--- src/rtl/sram_port_arbiter_pkg.sv ---
// Shared definitions for the SRAM port arbiter.
//   arb_state_t : sequencer states (idle / issue strobe / wait for read data)
//   port_id_t   : owner id of the requester that won arbitration
package sram_port_arbiter_pkg;

    typedef enum logic [1:0] {
        ARB_IDLE  = 2'd0,
        ARB_ISSUE = 2'd1,
        ARB_WAIT  = 2'd2
    } arb_state_t;

    typedef enum logic {
        PORT_CPU = 1'b0,
        PORT_LCD = 1'b1
    } port_id_t;

endpackage

--- src/rtl/sram_port_arbiter_prio.sv ---
// Winner select for the SRAM port arbiter, plus the starvation counter.
//   clk, sys_rst : clock, synchronous active-low reset
//   idle         : arbiter is in its sampling state this cycle
//   cpu_req      : CPU request level
//   lcd_req      : LCD request level
//   winner       : combinational owner id for the current request set
module sram_port_arbiter_prio
    import sram_port_arbiter_pkg::*;
#(
    parameter int STARVE_MAX = 4
) (
    input  logic     clk,
    input  logic     sys_rst,
    input  logic     idle,
    input  logic     cpu_req,
    input  logic     lcd_req,
    output port_id_t winner
);

    localparam int SW = $clog2(STARVE_MAX + 1);

    logic [SW-1:0] starve_cnt;
    logic          starved;

    assign starved = (starve_cnt == SW'(STARVE_MAX));

    always_comb begin
        winner = PORT_CPU;
        if (lcd_req && (!cpu_req || starved))
            winner = PORT_LCD;
    end

    // With lcd_req high in idle a grant always happens, so the only
    // increment case is a CPU win over a waiting LCD.
    always_ff @(posedge clk) begin
        if (!sys_rst) begin
            starve_cnt <= '0;
        end else if (idle) begin
            if (!lcd_req || winner == PORT_LCD)
                starve_cnt <= '0;
            else if (!starved)
                starve_cnt <= starve_cnt + 1'b1;
        end
    end

endmodule

--- src/rtl/sram_port_arbiter.sv ---
// Shares one single-port SRAM between the CPU and LCD ports.
// One request is latched at a time; the winner gets a one-cycle gnt,
// the SRAM strobe is issued for one cycle, and a one-cycle ack follows
// (with registered read data for reads).
//   clk, sys_rst              : clock, synchronous active-low reset
//   cpu_req/we/addr/wdata     : CPU request inputs (sampled in IDLE only)
//   cpu_gnt/ack/rdata         : CPU grant pulse, done pulse, read data
//   lcd_*                     : same set for the LCD port
//   sram_addr/wr_data         : registered SRAM address / write data
//   sram_rd_en/wr_en          : SRAM strobes
//   sram_rd_data              : SRAM read data, valid RD_LAT cycles after rd_en
//
//   state     | meaning
//   ARB_IDLE  | sample requests, pick winner, latch its access
//   ARB_ISSUE | gnt and SRAM strobe high for one cycle
//   ARB_WAIT  | RD_LAT cycles waiting for read data, then ack
module sram_port_arbiter
    import sram_port_arbiter_pkg::*;
#(
    parameter int RD_LAT     = 1,
    parameter int STARVE_MAX = 4
) (
    input  logic       clk,
    input  logic       sys_rst,
    input  logic       cpu_req,
    input  logic       cpu_we,
    input  logic [7:0] cpu_addr,
    input  logic [7:0] cpu_wdata,
    output logic       cpu_gnt,
    output logic       cpu_ack,
    output logic [7:0] cpu_rdata,
    input  logic       lcd_req,
    input  logic       lcd_we,
    input  logic [7:0] lcd_addr,
    input  logic [7:0] lcd_wdata,
    output logic       lcd_gnt,
    output logic       lcd_ack,
    output logic [7:0] lcd_rdata,
    output logic [7:0] sram_addr,
    output logic [7:0] sram_wr_data,
    output logic       sram_rd_en,
    output logic       sram_wr_en,
    input  logic [7:0] sram_rd_data
);

    localparam int CW = $clog2(RD_LAT + 1);

    arb_state_t    state;
    port_id_t      owner;
    port_id_t      winner;
    logic          lat_we;
    logic [CW-1:0] wait_cnt;

    logic          sel_we;
    logic [7:0]    sel_addr;
    logic [7:0]    sel_wdata;

    sram_port_arbiter_prio #(.STARVE_MAX(STARVE_MAX)) u_prio (
        .clk     (clk),
        .sys_rst (sys_rst),
        .idle    (state == ARB_IDLE),
        .cpu_req (cpu_req),
        .lcd_req (lcd_req),
        .winner  (winner)
    );

    always_comb begin
        sel_we    = cpu_we;
        sel_addr  = cpu_addr;
        sel_wdata = cpu_wdata;
        if (winner == PORT_LCD) begin
            sel_we    = lcd_we;
            sel_addr  = lcd_addr;
            sel_wdata = lcd_wdata;
        end
    end

    always_ff @(posedge clk) begin
        if (!sys_rst) begin
            state        <= ARB_IDLE;
            owner        <= PORT_CPU;
            lat_we       <= 1'b0;
            wait_cnt     <= '0;
            cpu_gnt      <= 1'b0;
            cpu_ack      <= 1'b0;
            cpu_rdata    <= '0;
            lcd_gnt      <= 1'b0;
            lcd_ack      <= 1'b0;
            lcd_rdata    <= '0;
            sram_addr    <= '0;
            sram_wr_data <= '0;
            sram_rd_en   <= 1'b0;
            sram_wr_en   <= 1'b0;
        end else begin
            case (state)
                ARB_IDLE: begin
                    cpu_ack <= 1'b0;
                    lcd_ack <= 1'b0;
                    if (cpu_req || lcd_req) begin
                        owner        <= winner;
                        lat_we       <= sel_we;
                        sram_addr    <= sel_addr;
                        sram_wr_data <= sel_wdata;
                        sram_rd_en   <= ~sel_we;
                        sram_wr_en   <= sel_we;
                        cpu_gnt      <= (winner == PORT_CPU);
                        lcd_gnt      <= (winner == PORT_LCD);
                        state        <= ARB_ISSUE;
                    end
                end
                ARB_ISSUE: begin
                    cpu_gnt    <= 1'b0;
                    lcd_gnt    <= 1'b0;
                    sram_rd_en <= 1'b0;
                    sram_wr_en <= 1'b0;
                    if (lat_we) begin
                        cpu_ack <= (owner == PORT_CPU);
                        lcd_ack <= (owner == PORT_LCD);
                        state   <= ARB_IDLE;
                    end else begin
                        wait_cnt <= CW'(RD_LAT - 1);
                        state    <= ARB_WAIT;
                    end
                end
                ARB_WAIT: begin
                    if (wait_cnt == '0) begin
                        if (owner == PORT_CPU) begin
                            cpu_rdata <= sram_rd_data;
                            cpu_ack   <= 1'b1;
                        end else begin
                            lcd_rdata <= sram_rd_data;
                            lcd_ack   <= 1'b1;
                        end
                        state <= ARB_IDLE;
                    end else begin
                        wait_cnt <= wait_cnt - 1'b1;
                    end
                end
                default: state <= ARB_IDLE;
            endcase
        end
    end

endmodule

--- config.mk ---
export PLATFORM = sky130hd
export DESIGN_NAME = sram_port_arbiter
export DESIGN_NICKNAME = d
export VERILOG_FILES = /design/src/rtl/sram_port_arbiter_pkg.sv /design/src/rtl/sram_port_arbiter_prio.sv /design/src/rtl/sram_port_arbiter.sv
export SDC_FILE = /design/constraint.sdc
export NUM_CORES = 1
export LEC_CHECK = 0
export ABC_AREA = 0
export CELL_PAD_IN_SITES_DETAIL_PLACEMENT = 1
export CELL_PAD_IN_SITES_GLOBAL_PLACEMENT = 2
export CORE_UTILIZATION = 26
export CTS_BUF_LIST = sky130_fd_sc_hd__clkbuf_16
export DETAILED_ROUTE_END_ITERATION = 16
export PLACE_DENSITY = 0.81
export SETUP_SLACK_MARGIN = 0.1
export SYNTH_ARGS = -nofsm -noshare
export SYNTH_HDL_FRONTEND = slang
export SYNTH_SLANG_ARGS = --single-unit
--- constraint.sdc ---
create_clock -name clk -period 2.5 [get_ports clk]
set_input_delay 0.625 -clock clk [delete_from_list [all_inputs] [get_ports clk]]
set_output_delay 0.625 -clock clk [all_outputs]
set_load 0.05 [all_outputs]
# ---- Word-level counts from Yosys, hierarchy flattened
# Index checks and enable logic that the tools add are counted.
dict set report classes {
  n_mux 29
  n_bitwise 4
  n_reduce_logical 19
  n_eq_ne 10
  addsub 2
}
# cell count
set ops {}
lappend ops {{8-bit 2-to-1 mux} 2}
lappend ops {{1-bit 2-to-1 mux} 14}
lappend ops {{2-bit != test, second input constant} 7}
lappend ops {{1-bit case mux with 2 select lines} 5}
lappend ops {{2-bit AND reduction} 5}
lappend ops {{4-bit AND reduction} 2}
lappend ops {{2-bit 2-to-1 mux} 3}
lappend ops {{3-bit 2-to-1 mux} 2}
lappend ops {{1-bit case mux with 3 select lines} 2}
lappend ops {{2-bit case mux with 3 select lines} 1}
lappend ops {{3-bit AND reduction} 2}
lappend ops {{1-bit inverter} 4}
lappend ops {{2-bit nonzero test} 2}
lappend ops {{3-bit by 1-bit adder with 3-bit output, second input constant} 1}
lappend ops {{3-bit == test, second input constant} 1}
lappend ops {{1-bit logical OR} 3}
lappend ops {{3-bit nonzero test} 1}
lappend ops {{2-bit by 1-bit == test with 1-bit output, second input constant} 1}
lappend ops {{2-bit == test, second input constant} 1}
lappend ops {{1-bit logical NOT} 2}
lappend ops {{2-bit logical NOT} 1}
lappend ops {{1-bit logical AND} 1}
lappend ops {{1-bit subtractor, second input constant} 1}
dict set report word_totals {
  wordCells 79
  reg_bits 46
  out_inout_bits 38
}

# ---- Depth between registers and ports, before layout
# Gate-level depths: netlist of run 1.
dict set report logic_depth {
  depth_word 8
  mapped_depth 8
  depth_no_buf 6
}

# ---- By module
# From an unflattened synthesis of run 1, not the netlist that was laid out.
dict set report unflattened {
  cells_unflattened 218
  hier_area_um2 2062.0
}
# module area_per_inst_um2 instances cells_per_inst
set modules_own_cells {}
lappend modules_own_cells {sram_port_arbiter 1896.8 1 199}
lappend modules_own_cells {sram_port_arbiter_prio 165.2 1 19}

# ---- Least setup slack after synthesis of run 1
# OpenSTA, ideal clock, no wires.
dict set report synth_timing {
  path_type {input to register}
  startpoint {input lcd_req}
  endpoint {register sram_addr[5]}
  path_buffers 3
  stages 7
  t_required_ps 2367
  setup_time_ps 133
  arrival_ps 1477
  setup_slack_ps 890
  cell_sequence {buf_4 > nor2_4 > nor2b_1 > buf_2 > buf_2 > o21ai_0 > a21oi_1}
}
dict set report synth_via {
  elab_chain_len 3
  word_cells_on_any_way 5
  cone_classes {2 x mux; 3 x reduce/logical}
}
# element line_no
set synth_lines {}
lappend synth_lines {{start: declaration} sram_port_arbiter.sv:32} ;# input logic lcd_req,
lappend synth_lines {{1-bit logical AND} sram_port_arbiter_prio.sv:29} ;# if (lcd_req && (!cpu_req || starved))
lappend synth_lines {{1-bit 2-to-1 mux} sram_port_arbiter_prio.sv:29}
lappend synth_lines {{8-bit 2-to-1 mux} sram_port_arbiter.sv:71} ;# if (winner == PORT_LCD) begin
lappend synth_lines {{end signal: assignment} sram_port_arbiter.sv:102} ;# sram_addr <= sel_addr;
lappend synth_lines {{end: declaration} sram_port_arbiter.sv:39} ;# output logic [7:0] sram_addr,
# Parallel ways exist; a longest one is shown, timed or not.
# A chain may end at the register's enable or synchronous reset.

# ---- Final worst setup path of run 1
dict set report layout_timing {
  startpoint {register cpu_gnt}
  endpoint {output cpu_gnt}
}
# element line_no
set layout_lines {}
lappend layout_lines {{start: declaration} sram_port_arbiter.sv:29} ;# output logic cpu_gnt,
lappend layout_lines {{start signal: assignment} sram_port_arbiter.sv:106} ;# cpu_gnt <= (winner == PORT_CPU);
# No word-level cell between the ends.

==> flow_summary.yaml, run 1 <==
outcome:
  status: "finished, final reports clean"
clock_tree:
  root_buffer: "clkbuf_16"
  tritoncts: "built"
  numClockSinks: 45
  cts_hold_buffers: 0
  cts-htree-levels: 2
  post_cts_buffers: 0
  numCtsBuffers: 5
  post_cts_resized: 0
  path_clk_slew_ps: 70
  clk_path_buf_depth: 2
  clkLatencyLatePin_ps: 290
drt:
  initialDrtViolationCount: 66
  drc: 0
  wirelength_um: 5580
  firstDrtPassIters: 4
  routed_via_density: 4.69
  ant_nets: 0
  routedWlPerCell_um: 13.8
  vias: 1894
cells_and_area:
  fin_nets: 356
  layout-drive-gt1-share: 0.0590
  layout.cells.non_filler: 404
  syn_to_final_growth_pct: 53.1
  num_antenna_cells: 0
  n_fill_cell: 836
floorplan:
  core_um2: 7410
  io_pins: 84
  die-area_um2: 8150
  num_rows: 31
  fp.dieH_um: 90.3
  start_util: 0.274
  die_x_um: 90.3
synth:
  netlist_area_um2: 2030
  synth_cell_types: 34
  synth_cells: 225
  ys_async_sr_fraction: 0
  synthFlopType: "dfxtp_1"
  yosysWarnings: 0
  synth_edf_count: 0
  syn_nets: 277
  avgSynthCellArea_um2: 9.01
  synth_sequential_area_ratio: 0.444
  synth-seq-cells: 45
sta:
  rsz0062_at_grt: "no"
  setup_viol: 0
  clock.fmax_ghz: 0.472
  final.setup_skew_ps: 7.90
  finalHoldViolations: 0
  tightest_slew_ps: 608
  worst_hold_slack_ps: 461
  slew_viol_final: 0
  relSlewSlack: 0.595
  period_minus_slack_ps: 2120
  tns_ps: 0
  period_share: 0.847
worst_setup_path:
  crit_slowest_cell: "clkdlybuf4s50_1"
  required_ps: 1880
  path_buf_inv: 1
  rrSetupSlack_ps: 710
  critPathCaptureType: "output pin"
  crit_fanout: 3
  worstSetupStartpointType: "register"
  cp_cell_sequence: "clkdlybuf4s50_1"
  crit_type: "register to output pin"
  crit_arrival_ps: 1490
  path_delay_family: "buffers and inverters"
  slowest_delay_ps: 850
global_route:
  antenna_found_initial: 0
  grt_start_max_net_pins: 45
  grt_pass1_wl_um: 9440
  grt-ovfl-total: 0
  globalRouteTotalUtil: 0.144
  grt_pass1_vias: 1926
pwr:
  powerDensity_nw_per_um2: 657
  power_switching_mw: 0.661
  p_clk_frac: 0.318
  p_leak_nw: 1.19
  pwr-share-seq: 0.397
  switching_share: 0.324
  ir_drop_mv: 0.301
  combPwrFrac: 0.284
  p_int_mw: 1.38
placed_design:
  dp_cells: 396
  placement.io_buffers: 83
  dp_hpwl_um: 4000
  gpl.final_weighted_congestion: 0.806
run:
  cap_violations: 0
worst_hold_path:
  hold_class: "register to register"
## cells by family (layout without fill, tap and decap cells)
| family | count (synthesis) | count (layout) | synth area share |
|---|---|---|---|
| buf+inv | 22 | 102 | 0.0531 |
| flops | 45 | 45 | 0.444 |
| mux | 18 | 18 | 0.0889 |
| simple gates | 62 | 62 | 0.148 |
| compound gates | 70 | 70 | 0.220 |
| fa+ha+maj | 6 | 6 | 0.0370 |
| xor+xnor | 2 | 2 | 0.00864 |
## synthesized netlist by cell type (5+ instances only)
library cell	instances	share of area
a21boi_0	19	0.070
a21oi_1	18	0.044
clkbuf_1	9	0.017
dfxtp_1	45	0.44
ha_1	6	0.037
inv_1	6	0.011
mux2i_1	18	0.089
nand2_1	35	0.065
nand3_1	10	0.025
nor2_1	5	0.0093
nor2b_1	7	0.022
o21ai_0	18	0.044
## final cells by class
cell class,count,area (um2),area share
inverters,6,22.5,0.00726
well taps,99,124,0.0399
repair buffers,88,893,0.288
clock inverters,3,17.5,0.00564
flip-flops and latches,45,901,0.290
clock buffers,5,125,0.0403
multi-input cells,158,1020,0.329
## through the flow
step | area (um2) | power, mW | util | setup slack (ps)
5_1_grt | 3100 | 2.14 | 0.419 | 314
3_5_place_dp | 2960 | 1.41 | 0.400 | 266
3_3_place_gp | 2960 | 1.40 | 0.400 | 333
4_1_cts | 3100 | 2.07 | 0.419 | 366
2_1_floorplan | 2030 | 1.18 | - | 890
6_report | 3100 | 2.04 | 0.419 | 382
## per-layer routing
metal | wire length, um | up-vias | GRT usage
li1 | - | 940 | -
met3 | 563 | 6 | 0.0657
met2 | 2420 | 81 | 0.227
met4 | 70 | 0 | 0.0444
met5 | 0 | - | 0
met1 | 2520 | 867 | 0.176
## sequential cells by signal, indices dropped and copies added (netlist names), 2 cells and up
signal,flops
state,2
sram_wr_data,8
sram_addr,8
lcd_rdata,8
cpu_rdata,8
u_prio.starve_cnt,3
## power by group through the flow
| stage | clock network, mW | logic [mW] | registers (mW) |
|---|---|---|---|
| finish | 0.649 | 0.580 | 0.810 |
| global route | 0.698 | 0.625 | 0.820 |
| CTS | 0.671 | 0.587 | 0.812 |
| detailed placement | 0 | 0.584 | 0.826 |
| global placement | 0 | 0.579 | 0.824 |
| floorplan | 0 | 0.186 | 0.992 |
## final timing paths
kind	from	end	cells past startpoint
min reg2reg	cpu_rdata[6]	cpu_rdata[6]	2
min	cpu_rdata[6]	cpu_rdata[6]	2
max reg2reg	state[0]	sram_wr_data[3]	6
max	cpu_gnt	cpu_gnt	1
## cells in the final DEF, fill, tap and decap left out, types with 2 or more instances in the layout
master / synthesis / routed
clkdlybuf4s50_1: 0 / 83
dfxtp_1: 45 / 45
nand2_1: 35 / 35
a21boi_0: 19 / 19
o21ai_0: 18 / 18
mux2i_1: 18 / 18
a21oi_1: 18 / 18
nand3_1: 10 / 10
inv_1: 6 / 6
nor2b_1: 7 / 6
ha_1: 6 / 6
nor2_1: 5 / 5
clkbuf_16: 0 / 5
o21ai_1: 4 / 4
buf_4: 1 / 3
nand4b_1: 2 / 2
o2111ai_1: 2 / 2
clkinv_2: 0 / 2
buf_12: 1 / 2
No activity file was read; power rests on OpenSTA's default activity.
==> inputs of run 2 (changes only) <==
- CORE_UTILIZATION: 26 -> 24
- PLACE_DENSITY: 0.81 -> 0.75
- clock period: 2.5 -> 2.03 ns (I/O delays scaled with it)
==> run 2 against run 1 <==
Die area increased by 8.1%; non-clock buffer count grew 7; wire length rose by 5.2%; global-route usage decreased by 0.056 points; hold slack worse by 0.56 ps; core utilization shrank 3.9 points; sequential power increased by 23%; register-to-register slack got worse by 280 ps; critical path depth stayed put; via count is 0.90% higher; power up 22%; count of clock-buffer cells in the layout stayed put; critical path type unchanged.
==> flow_summary.yaml, run 2 (same netlist as run 1, synthesis figures left out) <==
outcome:
  status: "finished, final reports clean"
sta:
  rsz0062_at_grt: "no"
  worst_hold_slack_ps: 461
  tns_ps: 0
  setup_viol: 0
  final.setup_skew_ps: 2.77
  finalHoldViolations: 0
  tightest_slew_ps: 500
  period_minus_slack_ps: 1680
  slew_viol_final: 0
  period_share: 0.829
  relSlewSlack: 0.666
  clock.fmax_ghz: 0.594
pwr:
  p_leak_nw: 1.38
  powerDensity_nw_per_um2: 797
  ir_drop_mv: 0.389
global_route:
  grt-ovfl-total: 0
  grt_pass1_wl_um: 9740
  globalRouteTotalUtil: 0.144
  antenna_found_initial: 0
  grt_pass1_vias: 2006
  grt_start_max_net_pins: 45
run:
  cap_violations: 0
floorplan:
  core_um2: 8180
  num_rows: 33
  start_util: 0.248
  die-area_um2: 8820
  io_pins: 84
  fp.dieH_um: 93.9
  die_x_um: 93.9
clock_tree:
  cts_hold_buffers: 0
  root_buffer: "clkbuf_16"
  cts-htree-levels: 2
  numCtsBuffers: 5
  post_cts_buffers: 0
  tritoncts: "built"
  numClockSinks: 45
  clkLatencyLatePin_ps: 280
  post_cts_resized: 29
  clk_path_buf_depth: 2
  path_clk_slew_ps: 60
worst_setup_path:
  cp_cell_sequence: "dlygate4sd2_1"
  worstSetupStartpointType: "register"
  r2r-start: "u_prio.starve_cnt[0]"
  critPathLaunch: "cpu_rdata[3]"
  critPathCaptureType: "output pin"
  crit_arrival_ps: 1180
  crit_slowest_cell: "dlygate4sd2_1"
  crit_type: "register to output pin"
  required_ps: 1520
  path_buf_inv: 1
  path_delay_family: "buffers and inverters"
  crit_fanout: 2
  slowest_delay_ps: 540
cells_and_area:
  n_fill_cell: 964
  syn_to_final_growth_pct: 53.5
  layout-drive-gt1-share: 0.0962
  fin_nets: 363
  num_antenna_cells: 0
  layout.cells.non_filler: 417
  layout_common_cells: "dfxtp_1 (45), clkdlybuf4s50_1 (45), nand2_1 (35), dlygate4sd2_1 (29), a21boi_0 (19)"
  regArea_um2: 901
  multi_input_area_um2: 1020
drt:
  routedWlPerCell_um: 14.1
  vias: 1911
  ant_nets: 0
  firstDrtPassIters: 4
  drc: 0
  initialDrtViolationCount: 54
  routed_via_density: 4.58
  wirelength_um: 5870
worst_hold_path:
  hp-start: "cpu_rdata[1]"
  hold_class: "register to register"
placed_design:
  dp_hpwl_um: 4250
  placement.io_buffers: 83
  gpl.final_weighted_congestion: 0.705
  dp_cells: 409
## run 2: changes by cell type in the layout (fill, tap and decap cells not counted)
cell             previous run  this run
clkinv_1                    0         2
clkdlybuf4s50_1            83        45
dlygate4sd2_1               0        29
clkinv_2                    2         1
dlymetal6s2s_1              0         2
clkinvlp_4                  1         0
buf_4                       3        17
## run 2: per-stage QoR
| stage | setup WS [ps] | area [um2] | util | total power, mW |
|---|---|---|---|---|
| finish | 347 | 3110 | 0.380 | 2.48 |
| global route | 275 | 3110 | 0.380 | 2.62 |
| CTS | 100 | 3110 | 0.380 | 2.53 |
| detailed placement | 112 | 3000 | 0.367 | 1.75 |
| global placement | 123 | 3000 | 0.367 | 1.74 |
| floorplan | 538 | 2030 | - | 1.45 |
## run 2: layout make-up
cell class	count	area share
multi-input combinational	158	0.328
sequential	45	0.290
timing repair buffer	95	0.288
tap	105	0.0422
clock buffer	5	0.0402
inverter	6	0.00724
clock inverter	3	0.00402
## run 2: final timing paths
kind,end,slack (ps),cells after the start
max,cpu_rdata[3],350,1
min,cpu_rdata[1],460,2
max reg2reg,sram_rd_en,430,6
min reg2reg,cpu_rdata[1],460,2
## run 2: worst register-to-register path: stages (launching register included)
cell and delay, ps:
dfxtp_1 380, inv_1 60, ha_1 230, a21bo_4 260
nand2_8 190, mux2i_1 280, a32o_1 160
## run 2: report_power, final
group          switching [mW]  internal, mW
clock network           0.337         0.446
registers              0.0466         0.957
logic                   0.425         0.268
## run 2: per-layer routing
layer,global-route usage,up-vias,part of all wire
met3,0.0591,4,0.086
met5,0,-,0
met2,0.245,75,0.44
met1,0.163,875,0.46
li1,-,957,-
met4,0.0436,0,0.0087
